$ cat src/rtl/mock_uart_pkg.sv
`default_nettype none
// ============================================================================
// Module   : mock_uart_pkg
// Purpose  : Shared register map, status bit layout and FSM encoding for the
//            mock UART receive model.
// Revision : 1.0 - initial release
// ============================================================================
package mock_uart_pkg;

    localparam logic [31:0] c_rxfifo_addr_def = 32'hC000_0000;
    localparam logic [31:0] c_txfifo_addr_def = 32'hC000_0004;
    localparam logic [31:0] c_status_addr_def = 32'hC000_0008;
    localparam logic [31:0] c_unmapped_data   = 32'hDEAD_BEEF;

    localparam int unsigned c_STAT_RX_VALID   = 0;
    localparam int unsigned c_STAT_RX_FULL    = 1;
    localparam int unsigned c_STAT_TX_EMPTY   = 2;
    localparam int unsigned c_STAT_TX_FULL    = 3;
    localparam int unsigned c_STAT_RX_OVERRUN = 4;

    typedef enum logic [1:0] {
        IDLE  = 2'd0,
        READ  = 2'd1,
        WRITE = 2'd2,
        DONE  = 2'd3
    } state_e;

    // The TX side is not modelled, so it always reports empty and never full.
    function automatic logic [7:0] status_byte(input logic rx_valid,
                                               input logic rx_full,
                                               input logic rx_overrun);
        logic [7:0] s;
        s                    = '0;
        s[c_STAT_RX_VALID]   = rx_valid;
        s[c_STAT_RX_FULL]    = rx_full;
        s[c_STAT_TX_EMPTY]   = 1'b1;
        s[c_STAT_TX_FULL]    = 1'b0;
        s[c_STAT_RX_OVERRUN] = rx_overrun;
        return s;
    endfunction

endpackage
`default_nettype wire

$ cat src/rtl/uart_rx_fifo.sv
`default_nettype none
// ============================================================================
// Module   : uart_rx_fifo
// Purpose  : Synchronous FIFO with first-word-fall-through head and occupancy
//            count; push is refused when full, pop is refused when empty.
// Revision : 1.0 - initial release
// ============================================================================
module uart_rx_fifo #(
    parameter int DEPTH = 16,
    parameter int WIDTH = 8
) (
    input  logic                     clk,
    input  logic                     rst_n,
    input  logic                     push_i,
    input  logic [WIDTH-1:0]         data_i,
    input  logic                     pop_i,
    output logic [WIDTH-1:0]         data_o,
    output logic                     full_o,
    output logic                     empty_o,
    output logic [$clog2(DEPTH):0]   count_o
);

    localparam int c_PTR_W = $clog2(DEPTH);

    logic [WIDTH-1:0]   mem_q [DEPTH];
    logic [c_PTR_W-1:0] wr_ptr_q;
    logic [c_PTR_W-1:0] rd_ptr_q;
    logic [c_PTR_W:0]   count_q;
    logic               w_push;
    logic               w_pop;
    logic               w_full;
    logic               w_empty;

    assign w_full  = (count_q == (c_PTR_W + 1)'(DEPTH));
    assign w_empty = (count_q == '0);
    // A full FIFO never accepts a push, even if a pop happens on the same edge.
    assign w_push  = push_i && !w_full;
    assign w_pop   = pop_i && !w_empty;

    always_ff @(posedge clk) begin
        if (w_push) begin
            mem_q[wr_ptr_q] <= data_i;
        end
    end

    // DEPTH is a power of two, so pointer wrap is plain binary overflow.
    always_ff @(posedge clk) begin
        if (!rst_n) begin
            wr_ptr_q <= '0;
            rd_ptr_q <= '0;
            count_q  <= '0;
        end else begin
            if (w_push) begin
                wr_ptr_q <= wr_ptr_q + c_PTR_W'(1);
            end
            if (w_pop) begin
                rd_ptr_q <= rd_ptr_q + c_PTR_W'(1);
            end
            case ({w_push, w_pop})
                2'b10:   count_q <= count_q + (c_PTR_W + 1)'(1);
                2'b01:   count_q <= count_q - (c_PTR_W + 1)'(1);
                default: count_q <= count_q;
            endcase
        end
    end

    assign data_o  = mem_q[rd_ptr_q];
    assign full_o  = w_full;
    assign empty_o = w_empty;
    assign count_o = count_q;

endmodule
`default_nettype wire

$ cat src/rtl/mock_uart_rx.sv
`default_nettype none
// ============================================================================
// Module   : mock_uart_rx
// Purpose  : Bus-slave model of a UART receiver with fixed access latency and
//            a host-fed RX FIFO. Optional MOCK_UART_RX_LOOPBACK_EN routes
//            TXFIFO writes back into the RX FIFO.
// Revision : 1.0 - initial release
// ============================================================================
module mock_uart_rx
    import mock_uart_pkg::*;
#(
    parameter int          C_M_AXI_DATA_WIDTH = 32,
    parameter int          RX_FIFO_DEPTH      = 16,
    parameter int          AXI_LATENCY        = 10,
    parameter logic [31:0] UART_RXFIFO_ADDR   = c_rxfifo_addr_def,
    parameter logic [31:0] UART_TXFIFO_ADDR   = c_txfifo_addr_def,
    parameter logic [31:0] UART_STATUS_ADDR   = c_status_addr_def
) (
    input  logic                            clk,
    input  logic                            rst_n,
    input  logic                            M_DEVICE_strobe,
    input  logic [C_M_AXI_DATA_WIDTH-1:0]   M_DEVICE_addr,
    input  logic                            M_DEVICE_rw,
    input  logic [C_M_AXI_DATA_WIDTH/8-1:0] M_DEVICE_byte_enable,
    input  logic [C_M_AXI_DATA_WIDTH-1:0]   M_DEVICE_core2dev_data,
    output logic                            M_DEVICE_data_ready,
    output logic [C_M_AXI_DATA_WIDTH-1:0]   M_DEVICE_dev2core_data,
    input  logic                            host_rx_valid,
    input  logic [7:0]                      host_rx_data,
    output logic                            host_rx_ready,
    output logic                            rx_overrun
);

    localparam int c_DW    = C_M_AXI_DATA_WIDTH;
    localparam int c_LAT_W = (AXI_LATENCY > 1) ? $clog2(AXI_LATENCY) : 1;
    localparam logic [c_LAT_W-1:0] c_LAT_LAST = c_LAT_W'(AXI_LATENCY - 1);
    localparam logic [c_DW-1:0]    c_RX_ADDR  = c_DW'(UART_RXFIFO_ADDR);
    localparam logic [c_DW-1:0]    c_TX_ADDR  = c_DW'(UART_TXFIFO_ADDR);
    localparam logic [c_DW-1:0]    c_ST_ADDR  = c_DW'(UART_STATUS_ADDR);

    // The state register itself records the latched rw direction.
    state_e                     state_q;
    logic [c_LAT_W-1:0]         lat_cnt_q;
    logic [c_DW-1:0]            addr_q;
    logic [c_DW-1:0]            wdata_q;
    logic                       data_ready_q;
    logic [c_DW-1:0]            rdata_q;
    logic                       overrun_q;

    logic                       w_rd_done;
    logic                       w_wr_done;
    logic                       w_hit_rx;
    logic                       w_hit_tx;
    logic                       w_hit_st;
    logic                       w_lb_push;
    logic                       w_host_ready;
    logic                       w_fifo_push;
    logic [7:0]                 w_fifo_din;
    logic                       w_fifo_pop;
    logic [7:0]                 w_fifo_head;
    logic                       w_full;
    logic                       w_empty;
    logic [$clog2(RX_FIFO_DEPTH):0] w_rx_count;
    logic [c_DW-1:0]            w_rd_data;
    logic                       w_unused;

    assign w_hit_rx  = (addr_q == c_RX_ADDR);
    assign w_hit_tx  = (addr_q == c_TX_ADDR);
    assign w_hit_st  = (addr_q == c_ST_ADDR);
    assign w_rd_done = (state_q == READ)  && (lat_cnt_q == c_LAT_LAST);
    assign w_wr_done = (state_q == WRITE) && (lat_cnt_q == c_LAT_LAST);

`ifdef MOCK_UART_RX_LOOPBACK_EN
    assign w_lb_push = w_wr_done && w_hit_tx;
`else
    assign w_lb_push = 1'b0;
`endif

    // Loopback owns the FIFO write port on its cycle, so the host is stalled.
    assign w_host_ready = !w_full && !w_lb_push;
    assign w_fifo_push  = w_lb_push || (host_rx_valid && w_host_ready);
    assign w_fifo_din   = w_lb_push ? wdata_q[7:0] : host_rx_data;
    assign w_fifo_pop   = w_rd_done && w_hit_rx && !w_empty;

    always_comb begin
        w_rd_data = c_DW'(c_unmapped_data);
        if (w_hit_rx) begin
            w_rd_data = w_empty ? '0 : c_DW'(w_fifo_head);
        end else if (w_hit_st) begin
            w_rd_data = c_DW'(status_byte(!w_empty, w_full, overrun_q));
        end
    end

    uart_rx_fifo #(
        .DEPTH (RX_FIFO_DEPTH),
        .WIDTH (8)
    ) u_fifo (
        .clk     (clk),
        .rst_n   (rst_n),
        .push_i  (w_fifo_push),
        .data_i  (w_fifo_din),
        .pop_i   (w_fifo_pop),
        .data_o  (w_fifo_head),
        .full_o  (w_full),
        .empty_o (w_empty),
        .count_o (w_rx_count)
    );

    always_ff @(posedge clk) begin
        if (!rst_n) begin
            state_q      <= IDLE;
            lat_cnt_q    <= '0;
            addr_q       <= '0;
            wdata_q      <= '0;
            data_ready_q <= 1'b0;
            rdata_q      <= '0;
            overrun_q    <= 1'b0;
        end else begin
            data_ready_q <= 1'b0;
            case (state_q)
                IDLE: begin
                    if (M_DEVICE_strobe) begin
                        addr_q    <= M_DEVICE_addr;
                        wdata_q   <= M_DEVICE_core2dev_data;
                        lat_cnt_q <= '0;
                        state_q   <= M_DEVICE_rw ? WRITE : READ;
                    end
                end
                READ, WRITE: begin
                    if (lat_cnt_q == c_LAT_LAST) begin
                        state_q      <= DONE;
                        data_ready_q <= 1'b1;
                        if (state_q == READ) begin
                            rdata_q <= w_rd_data;
                            if (w_hit_st) begin
                                overrun_q <= 1'b0;
                            end
                        end
                    end else begin
                        lat_cnt_q <= lat_cnt_q + c_LAT_W'(1);
                    end
                end
                DONE:    state_q <= IDLE;
                default: state_q <= IDLE;
            endcase
            // A loopback byte arriving at a full FIFO is lost and flagged.
            if (w_lb_push && w_full) begin
                overrun_q <= 1'b1;
            end
        end
    end

    assign M_DEVICE_data_ready    = data_ready_q;
    assign M_DEVICE_dev2core_data = rdata_q;
    assign host_rx_ready          = w_host_ready;
    assign rx_overrun             = overrun_q;

    assign w_unused = ^{M_DEVICE_byte_enable, wdata_q, w_rx_count, w_hit_tx};

endmodule
`default_nettype wire

$ cat config.mk
export PLATFORM = sky130hd
export DESIGN_NAME = mock_uart_rx
export DESIGN_NICKNAME = d
export VERILOG_FILES = /design/src/rtl/mock_uart_pkg.sv /design/src/rtl/uart_rx_fifo.sv /design/src/rtl/mock_uart_rx.sv
export SDC_FILE = /design/constraint.sdc
export NUM_CORES = 1
export LEC_CHECK = 0
export CAP_MARGIN = 30
export CORE_ASPECT_RATIO = 0.9
export CORE_MARGIN = 1
export CORE_UTILIZATION = 58
export DETAILED_ROUTE_END_ITERATION = 16
export GPL_ROUTABILITY_DRIVEN = 0
export PLACE_DENSITY = 0.84
export SETUP_SLACK_MARGIN = 0.4
export SKIP_CTS_REPAIR_TIMING = 1
export SLEW_MARGIN = 20
export SYNTH_ARGS = -nofsm -noshare
export SYNTH_HDL_FRONTEND = slang
export SYNTH_SLANG_ARGS = --single-unit
$ cat constraint.sdc
create_clock -name clk -period 4.39 [get_ports clk]
set_input_delay 0.878 -clock clk [delete_from_list [all_inputs] [get_ports clk]]
set_output_delay 0.878 -clock clk [all_outputs]
set_load 0.1 [all_outputs]
==> results.md <==
- Drt drc: 11
- Worst r2r src: addr_q[25]
- CTS tree: yes
- Power Total: 4.125 mW
- Synth Area in XOR/XNOR: 1.100%
- Flops & latches, synth: 193
- Number of synthesized flops with an enable pin: 128
- Startpoint types: register
- CP top delay family: buffers and inverters
- GRT Total Usage: 25.40%
- # nets final: 769
- Worst path arrival time: 2.42 ns
- Hold Crit Class: register to register
- ANT nets after route: 0
- CTS HTree Levels: 4
- First-pass GRT wire length: 26,720 um
- 1st-iter DRT viols: 698
- Synthesized cell area: 0.007959 mm2
- Slowest-stage cell, CP: clkdlybuf4s50_1
- Num CTS Buffers: 17
- Vias in the first global route: 5,086
- DR vias: 5,161
- Area grow syn2layout: 17.73%
- Rows: 40
- Rel. slew slack: 32.77%
- Setup TNS Final: 0 ns
- Dominant synthesized flop cell: edfxtp_1
- CTS sink count: 193
- Critical path peak fanout: 7
- Compound-gate portion of the synthesized area: 7.562%
- Grt met2 use: 43.15%
- Grt peak-use layer: met2
- Register area share after synthesis: 64.64%
- Crit path time final: 3.302 ns
- Slew Limit Fails: 0
- Clock root cell: clkbuf_16
- Layout fillers: 831
- Initial antenna violation count: 0
- Wire per inst: 20.13 um
- Mux contribution to synthesized area: 9.527%
- I/O Pins: 116
- 1st-pass router iterations: 11
- Post-synth top area share: 48.29%
- Layout cells sized above 1: 12.35%
- Initial core utilization: 59.56%
- Crit. End Element: primary output
- Port Buffers: 71
- GR Layer Usage met1: 30.89%
- Most common cell in the netlist: edfxtp_1
- Die W: 125.5 um
- Worst Path Required: 3.51 ns
- FF-to-FF path depth: 10
- WHS Path Cells: 2
- Core Region: 0.01336 mm2
- RSZ-0062 raised after global routing: no
- Synth Area in Adders: 2.044%
- Largest buffer count on any clock path: 2
- Worst r2r dst: u_fifo.count_o[2]
- Max Cap Violations: 0
- FMAX: 302.8 MHz
- DP HPWL: 10,920 um
- Die area: 0.01420 mm2
- Finished Layout Cells: 856
- Vias per inst: 6.029
- CP Buf/Inv Count: 2
- Synth area leader: edfxtp_1
- Combinational family with the most area after synthesis: simple AND/OR/NAND/NOR gates
- Remaining global-route overflow: 0
- Synthesis warning total: 0
- Status: complete, but fails checks
- Ys async rst share: 0%
- Worst-margin pin slew: 1.005 ns
- Max Clock Skew: 0.008395 ns
- CP cell instances: nor4_1, buf_4, nand2_1, clkdlybuf4s50_1
- Endpoints failing setup: 0
- Worst-path clk slew: 0.07 ns
- Post-Synth Simple-Gate Area: 10.44%
- Top cells by instance count after synthesis: edfxtp_1, nand2_1, dfxtp_1, a21oi_1, nor2_1
- Dpl cells: 816
- Power Density: 440.2 mW/mm2
- Worst-Skew Late Latency: 0.43 ns
- Worst Hold Launch: addr_q[31]
- Failing checks: design-rule violations
- ANT cells: 0
- P_leak: 3.173 nW
- Final period util: 75.23%
- Syn Area/Cell: 12.92 um2
- Worst path max stage delay: 0.97 ns
- Die Y-Extent: 113.1 um
- Met3 usage: 6.336%
- Largest net degree at the start of global routing: 51
- Area contributors post-synth: edfxtp_1, dfxtp_1, mux4_2
- Fin. Hold Viols: 0
- R2r setup slk: 1.14 ns
- Classification of the worst setup path: register to primary output
- VDD IR max: 314.0 uV
- Yosys cell types: 47
- Gate Count Post-Synth: 616
- Hold-critical path endpoint: addr_q[31]
- WL final: 17,230 um
==> logic make-up after synthesis <==
group | count (synthesis)
AND/OR/NAND/NOR | 180
buffers and inverters | 70
multiplexers | 50
flip-flops | 193
other | 1
AO/OA/AOI/OAI | 99
adder cells (fa/ha/maj) | 13
XOR/XNOR | 10
==> metrics by stage <==
step | util (%) | setup WS [ns] | hold WS (ns) | area (um2)
global route | 70.12 | 0.8961 | 0.4762 | 9370
CTS | 69.48 | 1.100 | 0.4544 | 9284
detailed placement | 64.84 | 0.8424 | 0.4452 | 8665
finish | 70.12 | 1.088 | 0.4550 | 9370
floorplan | - | 1.480 | 0.4314 | 7985
global placement | 64.78 | 0.9574 | 0.4420 | 8657
==> placed cells by master (no fill, tap or decap), types with 13 or more instances in the layout <==
cell type / instances
edfxtp_1: 128
nand2_1: 90
clkdlybuf4s50_1: 71
dfxtp_1: 65
a21oi_1: 48
nor2_1: 35
mux2i_1: 24
mux4_2: 20
clkbuf_16: 17
o21ai_0: 14
buf_4: 14
inv_1: 13
ha_1: 13
==> worst max path at each step <==
stage                           start           endpoint  slack (ns)  cells after the start
floorplan               host_rx_valid  u_fifo.count_o[2]        1.48                     10
global placement        host_rx_valid  u_fifo.count_o[4]        0.96                     11
detailed placement      host_rx_valid  u_fifo.count_o[2]        0.84                     10
CTS                 u_fifo.count_o[2]      host_rx_ready        1.10                      4
global route                addr_q[1]  u_fifo.count_o[4]        0.90                     11
finish              u_fifo.count_o[2]      host_rx_ready        1.09                      4
==> power breakdown <==
part / total [mW] / switching (mW) / leakage, nW / internal [mW]
clock network: 1.62 / 0.701 / 0.306 / 0.914
registers: 2.07 / 0.0520 / 1.69 / 2.02
logic: 0.440 / 0.267 / 1.18 / 0.174
==> sequential cells by signal (all words and copies together), names as in the netlist, named ones only <==
name and cells:
u_fifo.wr_ptr_q 4, state_q 2, addr_q 32, u_fifo.count_o 5
M_DEVICE_data_ready 1, u_fifo.mem_q 128, M_DEVICE_dev2core_data 9, lat_cnt_q 4
u_fifo.rd_ptr_q 4
==> area by class of cell <==
type | count | area [um2] | share of cell area, %
well taps | 168 | 210.2 | 2.243
repair buffers | 89 | 872.1 | 9.307
clock inverters | 15 | 193.9 | 2.070
flip-flops and latches | 193 | 5145 | 54.91
multi-input cells | 360 | 2471 | 26.37
inverters | 14 | 52.55 | 0.5608
clock buffers | 17 | 425.4 | 4.540
==> metal layers <==
metal | wire [um] | share of wire [%] | vias up
li1 | - | - | 2342
met1 | 6679 | 39 | 2475
met2 | 8544 | 50 | 292
met3 | 1456 | 8.5 | 52
met4 | 547 | 3.2 | 0
met5 | 0 | 0 | -
==> worst min-delay path, cell delays in order, from the launching register on <==
cell     delay (ns)
dfxtp_1        0.31
nand2_1        0.05
a21oi_1        0.05
(Power assumes the default switching activity.)
